[config.mk]
export PLATFORM = sky130hd
export DESIGN_NAME = monopulse_scheduler_flat
export DESIGN_NICKNAME = d
export VERILOG_FILES = /design/src/rtl/monopulse_scheduler_if.sv /design/src/rtl/monopulse_scheduler.sv /design/src/flat_wrapper.sv
export SDC_FILE = /design/constraint.sdc
export NUM_CORES = 1
export LEC_CHECK = 0
export ABC_CLOCK_PERIOD_IN_PS = 2700
export BUFFER_PORTS_ARGS = -buffer_cell sky130_fd_sc_hd__buf_4
export CAP_MARGIN = 20
export CORE_AREA = 2 2 207 209
export CTS_BUF_LIST = sky130_fd_sc_hd__clkbuf_8
export CTS_CLUSTER_DIAMETER = 30
export DETAILED_ROUTE_END_ITERATION = 10
export DIE_AREA = 0 0 209 211
export GPL_TIMING_DRIVEN = 0
export HOLD_SLACK_MARGIN = 0.15
export PLACE_DENSITY = 0.51
export SETUP_SLACK_MARGIN = 0.4
export SLEW_MARGIN = 15
export SYNTH_ARGS = -nofsm -noshare
export SYNTH_HDL_FRONTEND = slang
export SYNTH_SLANG_ARGS = --single-unit
[constraint.sdc]
create_clock -name i_clock -period 2.7 [get_ports i_clock]
set_input_delay 0.54 -clock i_clock [delete_from_list [all_inputs] [get_ports i_clock]]
set_output_delay 0.54 -clock i_clock [all_outputs]
set_load 0.05 [all_outputs]
[src/rtl/monopulse_scheduler_if.sv]
// -----------------------------------------------------------------------------
// monopulse_scheduler_if
//
// Groups every signal between the monopulse scheduler and its neighbours:
// the enable control, the memory reader (sample inputs and advance pulse),
// the divider (operands, start, result, valid) and the per-sample result
// outputs. Only the clock and reset are left as plain module ports.
//
// Modports:
//   master : scheduler view (drives o_*, samples i_*)
//   slave  : environment view (drives i_*, samples o_*)
// -----------------------------------------------------------------------------
interface monopulse_scheduler_if #(
    parameter int DATA_SIZE = 64,
    parameter int IDX_W     = 8
);
    // Control and reader side
    logic                   i_enable;
    logic [DATA_SIZE-1:0]   i_reference;
    logic [DATA_SIZE-1:0]   i_error;
    logic                   o_next;

    // Divider side
    logic                   o_div_start;
    logic [DATA_SIZE-1:0]   o_div_reference;
    logic [DATA_SIZE-1:0]   o_div_error;
    logic [2*DATA_SIZE-1:0] i_div_result;
    logic                   i_div_valid;

    // Per-sample result side
    logic [2*DATA_SIZE-1:0] o_result;
    logic                   o_result_valid;
    logic [IDX_W-1:0]       o_sample_idx;
    logic                   o_zero_ref;
    logic                   o_timeout;
    logic                   o_frame_done;
    logic [7:0]             o_timeout_count;
    logic                   o_busy;

    modport master (
        input  i_enable, i_reference, i_error, i_div_result, i_div_valid,
        output o_next, o_div_start, o_div_reference, o_div_error,
               o_result, o_result_valid, o_sample_idx, o_zero_ref,
               o_timeout, o_frame_done, o_timeout_count, o_busy
    );

    modport slave (
        output i_enable, i_reference, i_error, i_div_result, i_div_valid,
        input  o_next, o_div_start, o_div_reference, o_div_error,
               o_result, o_result_valid, o_sample_idx, o_zero_ref,
               o_timeout, o_frame_done, o_timeout_count, o_busy
    );
endinterface

[src/rtl/monopulse_scheduler.sv]
// -----------------------------------------------------------------------------
// monopulse_scheduler
//
// Frame-level sequencer for the monopulse divider path. For each sample of a
// frame it latches the reference/error pair from the memory reader, starts
// one divide, waits for the quotient (or gives up after TIMEOUT cycles), and
// presents the result with its in-frame index and qualifying flags. A zero
// reference skips the divider and reports an all-ones quotient.
//
// Ports:
//   i_clock : single clock domain
//   i_reset : synchronous, active-high reset
//   bus     : monopulse_scheduler_if.master (reader, divider and result signals)
//
// Parameters:
//   DATA_SIZE : sample width (result is 2*DATA_SIZE)
//   FRAME_LEN : samples per frame (>= 2)
//   TIMEOUT   : WAIT cycles before a divide is abandoned (>= 1)
//   IDX_W     : sample index width (2**IDX_W >= FRAME_LEN)
// -----------------------------------------------------------------------------
module monopulse_scheduler #(
    parameter int DATA_SIZE = 64,
    parameter int FRAME_LEN = 16,
    parameter int TIMEOUT   = 255,
    parameter int IDX_W     = 8
) (
    input  logic                  i_clock,
    input  logic                  i_reset,
    monopulse_scheduler_if.master bus
);

    localparam int TIMER_W = $clog2(TIMEOUT + 1);
    localparam logic [IDX_W-1:0]   LAST_IDX      = IDX_W'(FRAME_LEN - 1);
    localparam logic [TIMER_W-1:0] TIMER_EXPIRES = TIMER_W'(TIMEOUT - 1);

    typedef enum logic [2:0] {
        ST_IDLE,
        ST_LOAD,
        ST_START,
        ST_WAIT,
        ST_NEXT,
        ST_SETTLE
    } state_t;

    state_t                 state_q, state_d;
    logic [IDX_W-1:0]       idx_q, idx_d;
    logic [TIMER_W-1:0]     timer_q, timer_d;
    logic [DATA_SIZE-1:0]   div_reference_q, div_reference_d;
    logic [DATA_SIZE-1:0]   div_error_q, div_error_d;
    logic [2*DATA_SIZE-1:0] result_q, result_d;
    logic                   zero_ref_q, zero_ref_d;
    logic                   timeout_q, timeout_d;
    logic [7:0]             timeout_count_q, timeout_count_d;

    // State and datapath registers; reset clears everything so all outputs
    // read zero in IDLE immediately after reset.
    always_ff @(posedge i_clock) begin
        if (i_reset) begin
            state_q         <= ST_IDLE;
            idx_q           <= '0;
            timer_q         <= '0;
            div_reference_q <= '0;
            div_error_q     <= '0;
            result_q        <= '0;
            zero_ref_q      <= 1'b0;
            timeout_q       <= 1'b0;
            timeout_count_q <= '0;
        end else begin
            state_q         <= state_d;
            idx_q           <= idx_d;
            timer_q         <= timer_d;
            div_reference_q <= div_reference_d;
            div_error_q     <= div_error_d;
            result_q        <= result_d;
            zero_ref_q      <= zero_ref_d;
            timeout_q       <= timeout_d;
            timeout_count_q <= timeout_count_d;
        end
    end

    // Next-state and datapath updates. Every register holds by default, so
    // operands and result stay stable between result pulses.
    always_comb begin
        state_d         = state_q;
        idx_d           = idx_q;
        timer_d         = timer_q;
        div_reference_d = div_reference_q;
        div_error_d     = div_error_q;
        result_d        = result_q;
        zero_ref_d      = zero_ref_q;
        timeout_d       = timeout_q;
        timeout_count_d = timeout_count_q;

        unique case (state_q)
            ST_IDLE: begin
                if (bus.i_enable) begin
                    idx_d   = '0;
                    state_d = ST_LOAD;
                end
            end

            ST_LOAD: begin
                div_reference_d = bus.i_reference;
                div_error_d     = bus.i_error;
                timeout_d       = 1'b0;
                zero_ref_d      = (bus.i_reference == '0);
                // A zero reference would make the quotient meaningless, so the
                // divider is bypassed and a saturated quotient is reported.
                if (bus.i_reference == '0) begin
                    result_d = '1;
                    state_d  = ST_NEXT;
                end else begin
                    state_d  = ST_START;
                end
            end

            ST_START: begin
                timer_d = '0;
                state_d = ST_WAIT;
            end

            ST_WAIT: begin
                // Valid is checked first so a result arriving on the final
                // timer cycle is still accepted.
                if (bus.i_div_valid) begin
                    result_d = bus.i_div_result;
                    state_d  = ST_NEXT;
                end else begin
                    timer_d = timer_q + 1'b1;
                    if (timer_q == TIMER_EXPIRES) begin
                        result_d  = '0;
                        timeout_d = 1'b1;
                        if (timeout_count_q != 8'hFF) begin
                            timeout_count_d = timeout_count_q + 8'd1;
                        end
                        state_d = ST_NEXT;
                    end
                end
            end

            ST_NEXT: begin
                if (idx_q == LAST_IDX) begin
                    idx_d = '0;
                end else begin
                    idx_d = idx_q + 1'b1;
                end
                state_d = ST_SETTLE;
            end

            ST_SETTLE: begin
                // idx wraps to zero only after the last sample, so zero here
                // marks a frame boundary where enable is re-evaluated.
                if (idx_q != '0 || bus.i_enable) begin
                    state_d = ST_LOAD;
                end else begin
                    state_d = ST_IDLE;
                end
            end

            default: begin
                state_d = ST_IDLE;
            end
        endcase
    end

    // Pulses are decoded from the state so each lasts exactly one cycle.
    assign bus.o_div_start     = (state_q == ST_START);
    assign bus.o_next          = (state_q == ST_NEXT);
    assign bus.o_result_valid  = (state_q == ST_NEXT);
    assign bus.o_frame_done    = (state_q == ST_NEXT) && (idx_q == LAST_IDX);
    assign bus.o_busy          = (state_q != ST_IDLE);

    assign bus.o_div_reference = div_reference_q;
    assign bus.o_div_error     = div_error_q;
    assign bus.o_result        = result_q;
    assign bus.o_sample_idx    = idx_q;
    assign bus.o_zero_ref      = zero_ref_q;
    assign bus.o_timeout       = timeout_q;
    assign bus.o_timeout_count = timeout_count_q;

endmodule

[src/flat_wrapper.sv]
// flat-port wrapper written by rule: the top's interface ports become plain ports
module monopulse_scheduler_flat 
#(
    parameter int DATA_SIZE = 64,
    parameter int FRAME_LEN = 16,
    parameter int TIMEOUT   = 255,
    parameter int IDX_W     = 8
)
  (i_clock, i_reset, bus_i_enable, bus_i_reference, bus_i_error, bus_i_div_result, bus_i_div_valid, bus_o_next, bus_o_div_start, bus_o_div_reference, bus_o_div_error, bus_o_result, bus_o_result_valid, bus_o_sample_idx, bus_o_zero_ref, bus_o_timeout, bus_o_frame_done, bus_o_timeout_count, bus_o_busy);
  monopulse_scheduler_if #(.DATA_SIZE(DATA_SIZE), .IDX_W(IDX_W)) bus_i ();
  input  logic i_clock;
  input  logic i_reset;
  input wire logic [$bits(bus_i.i_enable)-1:0] bus_i_enable;
  input wire logic [$bits(bus_i.i_reference)-1:0] bus_i_reference;
  input wire logic [$bits(bus_i.i_error)-1:0] bus_i_error;
  input wire logic [$bits(bus_i.i_div_result)-1:0] bus_i_div_result;
  input wire logic [$bits(bus_i.i_div_valid)-1:0] bus_i_div_valid;
  output wire logic [$bits(bus_i.o_next)-1:0] bus_o_next;
  output wire logic [$bits(bus_i.o_div_start)-1:0] bus_o_div_start;
  output wire logic [$bits(bus_i.o_div_reference)-1:0] bus_o_div_reference;
  output wire logic [$bits(bus_i.o_div_error)-1:0] bus_o_div_error;
  output wire logic [$bits(bus_i.o_result)-1:0] bus_o_result;
  output wire logic [$bits(bus_i.o_result_valid)-1:0] bus_o_result_valid;
  output wire logic [$bits(bus_i.o_sample_idx)-1:0] bus_o_sample_idx;
  output wire logic [$bits(bus_i.o_zero_ref)-1:0] bus_o_zero_ref;
  output wire logic [$bits(bus_i.o_timeout)-1:0] bus_o_timeout;
  output wire logic [$bits(bus_i.o_frame_done)-1:0] bus_o_frame_done;
  output wire logic [$bits(bus_i.o_timeout_count)-1:0] bus_o_timeout_count;
  output wire logic [$bits(bus_i.o_busy)-1:0] bus_o_busy;
  assign bus_i.i_enable = bus_i_enable;
  assign bus_i.i_reference = bus_i_reference;
  assign bus_i.i_error = bus_i_error;
  assign bus_i.i_div_result = bus_i_div_result;
  assign bus_i.i_div_valid = bus_i_div_valid;
  assign bus_o_next = bus_i.o_next;
  assign bus_o_div_start = bus_i.o_div_start;
  assign bus_o_div_reference = bus_i.o_div_reference;
  assign bus_o_div_error = bus_i.o_div_error;
  assign bus_o_result = bus_i.o_result;
  assign bus_o_result_valid = bus_i.o_result_valid;
  assign bus_o_sample_idx = bus_i.o_sample_idx;
  assign bus_o_zero_ref = bus_i.o_zero_ref;
  assign bus_o_timeout = bus_i.o_timeout;
  assign bus_o_frame_done = bus_i.o_frame_done;
  assign bus_o_timeout_count = bus_i.o_timeout_count;
  assign bus_o_busy = bus_i.o_busy;
  monopulse_scheduler #(.DATA_SIZE(DATA_SIZE), .FRAME_LEN(FRAME_LEN), .TIMEOUT(TIMEOUT), .IDX_W(IDX_W)) u_core (.i_clock(i_clock), .i_reset(i_reset), .bus(bus_i));
endmodule
# After elaboration in Yosys (flattened, before gate mapping)
# Cells that the tools add are included.
[op_classes]
n_addsub = 3
n_eq_ne = 13
n_mux = 18
bitwise = 1
reduce_logical = 15
[op_table]
columns = ["operator", "count"]
rows = [
  ["two-way mux 128 bit", 3],
  ["case mux 128 bit (2 select lines)", 1],
  ["zero test 64 bit", 1],
  ["case mux 8 bit (2 select lines)", 2],
  ["adder 8 x 1 -> 8 bit, second input constant", 3],
  ["two-way mux 8 bit", 3],
  ["case mux 3 bit (6 select lines)", 1],
  ["two-way mux 3 bit", 4],
  ["== test 8 x 4 -> 1 bit, second input constant", 1],
  ["== test 8 bit, second input constant", 1],
  ["!= test 8 bit, second input constant", 1],
  ["nonzero test 8 bit", 1],
  ["== test 3 x 2 -> 1 bit, second input constant", 2],
  ["== test 3 bit, second input constant", 2],
  ["AND reduction 2 bit", 3],
  ["AND reduction 3 bit", 2],
  ["nonzero test 2 bit", 3],
  ["!= test 2 x 1 -> 1 bit, second input constant", 2],
  ["!= test 2 bit, second input constant", 2],
  ["AND reduction 4 bit", 1],
  ["== test 3 x 1 -> 1 bit, second input constant", 1],
  ["zero test 3 bit", 1],
  ["two-way mux 1 bit", 3],
  ["!= test 3 x 2 -> 1 bit, second input constant", 1],
  ["other kinds (5)", 5],
]
[word_totals]
regBits = 285
input_bits = 260
output_inout_bits = 279
wordCells = 59

# Depth between registers and ports, before layout
[depth]
word_depth = 4
mapped_depth = 8
mapped_depth_nobuf = 7

# Worst setup path after synthesis
# OpenSTA, ideal clock, no wires.
[synth_path]
path_kind = "register to output"
from = "reg u_core.idx_q[0], in the netlist u_core.bus.o_sample_idx[0]"
to = "out bus_o_frame_done"
arrival_ns = 1.741
required_ns = 2.160
setup_slack_ns = 0.419
path_stages_with_launch = 5
path_buffers = 1
path_cell_list = "dfxtp_1 -> ha_1 -> and3_1 -> clkbuf_1 -> and3_1"
[synth_via]
elab_chain_len = 2
[synth_lines]
columns = ["item", "line_no", "text"]
rows = [
  ["start, declared", "monopulse_scheduler.sv:46", "logic [IDX_W-1:0] idx_q, idx_d;"],
  ["start signal, assigned", "monopulse_scheduler.sv:70", "idx_q <= idx_d;"],
  ["== test 8 x 4 -> 1 bit", "monopulse_scheduler.sv:170", "assign bus.o_frame_done = (state_q == ST_NEXT) && (idx_q == LAST_IDX);"],
  ["logical AND 1 bit", "monopulse_scheduler.sv:170", ""],
  ["end, declared", "flat_wrapper.sv:27", "output wire logic [$bits(bus_i.o_frame_done)-1:0] bus_o_frame_done;"],
]
# No other way between the ends.

# Final worst setup path
[layout_path]
from = "reg u_core.idx_q[1], in the netlist u_core.bus.o_sample_idx[1]"
to = "out bus_o_frame_done"
# The elaborated chain is that of the path after synthesis.

==> flow_summary_export.csv <==
group,metric,value,unit
run_status,run_status,"finished clean",
logic_synthesis,yosysTopAreaCellShare,55.9,%
layout,drive_gt1_share,45.5,%
floorplan,start_util,24.4,%
routing,vias,10692,
layout,insertedDiodeCount,0,
logic_synthesis,synth-xor-area-share,0.858,%
timing,hold_violations,0,
hold_path,hp-start,"bus_i_reference[55]",
routing,first_pass_iters,5,
critical_path,path_class,"register to primary output",
hold_path,hp-class,"primary input to register",
critical_path,crit_fanout,6,
place,hpwl,32.1,mm
layout,nFillCells,4230,
pwr,peakVddDrop,0.460,mV
clock_tree,cts.clk_slew.worst_paths,0.05,ns
critical_path,timing.critical_path.buf_inv,2,
logic_synthesis,yosysTopAreaCell,"dfxtp_1",
global_routing,grt_overflow,0,
logic_synthesis,async_flop_share,0,%
global_routing,grt_use_total,18.5,%
floorplan,core_region_area,41800,um^2
critical_path,path_common_cell,"and3_1",
layout,final_common_cell,"buf_4",
place,place_area,14900,um^2
pwr,p_leak,7.52,nW
timing,min_period,2.31,ns
routing,wl,42.1,mm
floorplan,die_h,211,um
routing,via_per_inst,4.60,
logic_synthesis,ys.flop_type,"dfxtp_1",
timing,setup_viol,0,
routing,drc_errors,0,
critical_path,cp-start-kind,"register",
timing,drv_slew,0,
global_routing,first_global_vias,10720,
global_routing,grt_pass1_wl,63.5,mm
logic_synthesis,synthSimpleGateAreaFrac,15.3,%
floorplan,io_pins,539,
critical_path,reg2reg_from,"u_core.state_q[0]",
global_routing,antenna_found_initial,3,
timing,rsz0062_at_grt,"true",
timing,finalSetupTns,0,ns
logic_synthesis,synth_top_family_by_area,"compound AO/OA/AOI/OAI gates",
routing,ant_nets,0,
timing,slew_headroom,44.8,%
timing,fin_skew,0.0286,ns
critical_path,cp.required,2.16,ns
place,port_buffers,537,
layout,most-common-layout-cells,"buf_4 (545), dfxtp_1 (281), nand2_1 (267)",
logic_synthesis,synthAdderAreaFrac,0.613,%
clock_tree,root_buffer,"clkbuf_8",
floorplan,die-area,44100,um^2
critical_path,cp_cell_sequence,"ha_4 > and3_1 > buf_4 > and3_1 > buf_6",
logic_synthesis,synth_fp_nets,1318,
clock_tree,htreeDepth,3,
logic_synthesis,ys_ff_latch,285,
critical_path,critPathLaunch,"u_core.bus.o_sample_idx[1]",
timing,fmax,0.433,GHz
logic_synthesis,seq_area_frac_synth,55.9,%
timing,layout_worst_path_cycle_share,85.5,%
place,gp_congestion,0.812,
critical_path,cp_slowest_cell,"dfxtp_4",
critical_path,crit_path_max_incr_delay,0.36,ns
logic_synthesis,synth_cell_type_count,41,
layout,final_util,41.5,%
clock_tree,clock_latency,0.60,ns
clock_tree,cts_tree,"done",
pwr,powerDensity,776,nW/um^2
floorplan,rows,75,
logic_synthesis,syn_avg_cell_area,9.69,um^2
logic_synthesis,synthMuxAreaShare,0.0981,%
logic_synthesis,synth_area_leaders,"dfxtp_1 (56%), o221a_2 (11%), nand2_1 (9.9%)",
timing,tightest_slew,0.828,ns
logic_synthesis,synth-compound-area-share,22.5,%
layout,seq_area,5720,um^2
routing,drt-wirelength-per-cell,18.1,um
layout,layout.nets,1991,
logic_synthesis,synthCells,1053,
job,cap_violations,0,
clock_tree,cts_sinks,285,
critical_path,end_kind,"primary output",
routing,drt_iter0_drc,596,
critical_path,crit_arrival,1.77,ns
clock_tree,numCtsBuffers,75,
layout,area_growth,69.8,%
clock_tree,cts_buffer_depth,3,
global_routing,grt_max_degree,11,
logic_synthesis,syn-cell-area,10200,um^2
layout,final_area,17300,um^2
floorplan,die_w,209,um
layout,multi_input_area,4100,um^2
logic_synthesis,synth-edff-count,0,
critical_path,path_delay_family,"flip-flops",
logic_synthesis,synth_warnings,0,
## through the flow
step	std cells	total power, mW	hold WS, ns	worst slack [ns]
3_5_place_dp	2129	7.28	0.447	-0.362
5_1_grt	2322	14.0	0.156	0.287
6_report	2322	13.4	0.213	0.391
4_1_cts	2319	13.6	0.150	0.225
2_1_floorplan	1053	6.24	0.458	0.419
3_3_place_gp	2129	7.27	0.443	-0.357
## cells in the mapped netlist (6+ instances only)
cell type and number:
a21oi_1 140, buf_6 13, clkbuf_1 75, dfxtp_1 285, inv_1 6, nand2_1 268
nand2b_1 6, nand3_1 10, nand4_1 9, nor2_1 24, nor3_1 6, nor4_1 19
o21ai_0 8, o221a_1 30, o221a_2 98
## kinds of logic after synthesis
group	Yosys count
AOI/OAI and AO/OA	290
DFF	285
buffers and inverters	99
adders and majority gates	5
xor gates and xnor gates	10
muxes	1
and+or+nand+nor	363
## metal layers
metal  part of all wire [%]  global-route usage, %  up-vias
li1                       -                      -     5173
met1                     40                   21.1     5028
met2                     48                   31.2      422
met3                    9.2                   7.76       63
met4                    2.1                   5.81        6
met5                   0.12                      0        -
## power breakdown
group	internal, mW	switching [mW]
Clock	3.95	2.21
Sequential	4.49	0.155
Combinational	0.924	1.72
## worst register-to-register path: stages (launching register included)
cell,delay (ns)
dfxtp_2,0.37
nor2b_1,0.19
nand3_1,0.13
clkbuf_1,0.64
clkbuf_1,0.47
o221a_1,0.25
## final timing paths
kind                                          to  slack (ns)  depth (start not counted)
setup / recovery                bus_o_frame_done        0.39                          5
setup reg to reg         u_core.bus.o_result[73]        0.59                          5
hold reg to reg   u_core.bus.o_div_reference[30]        0.45                          2
hold / removal    u_core.bus.o_div_reference[55]        0.21                          3
## registers in the layout (all words and copies together) (netlist names)
signal / flops
u_core.timer_q: 8
u_core.bus.o_div_error: 64
u_core.bus.o_div_reference: 64
u_core.bus.o_timeout_count: 8
u_core.state_q: 3
u_core.bus.o_sample_idx: 8
u_core.bus.o_zero_ref: 1
u_core.bus.o_result: 128
u_core.bus.o_timeout: 1
## area by class of cell
class,instances,share of cell area (%)
Buffer,93,2.85
Tap cell,539,3.89
Timing Repair Buffer,596,26.7
Multi-Input combinational cell,669,23.6
Clock inverter,49,3.08
Sequential cell,285,33.0
Clock buffer,85,6.75
Inverter,6,0.159
## repair_timing
action / 4_1_cts / 5_1_grt
hold buffers: 50 / 0
hold endpoints to repair: 50 / 0
pin swaps: 2 / 1
buffers inserted: 6 / 3
endpoints found under the setup margin: 176 / 94
resized for setup: 27 / 22
No activity file was read; power rests on OpenSTA's default activity.
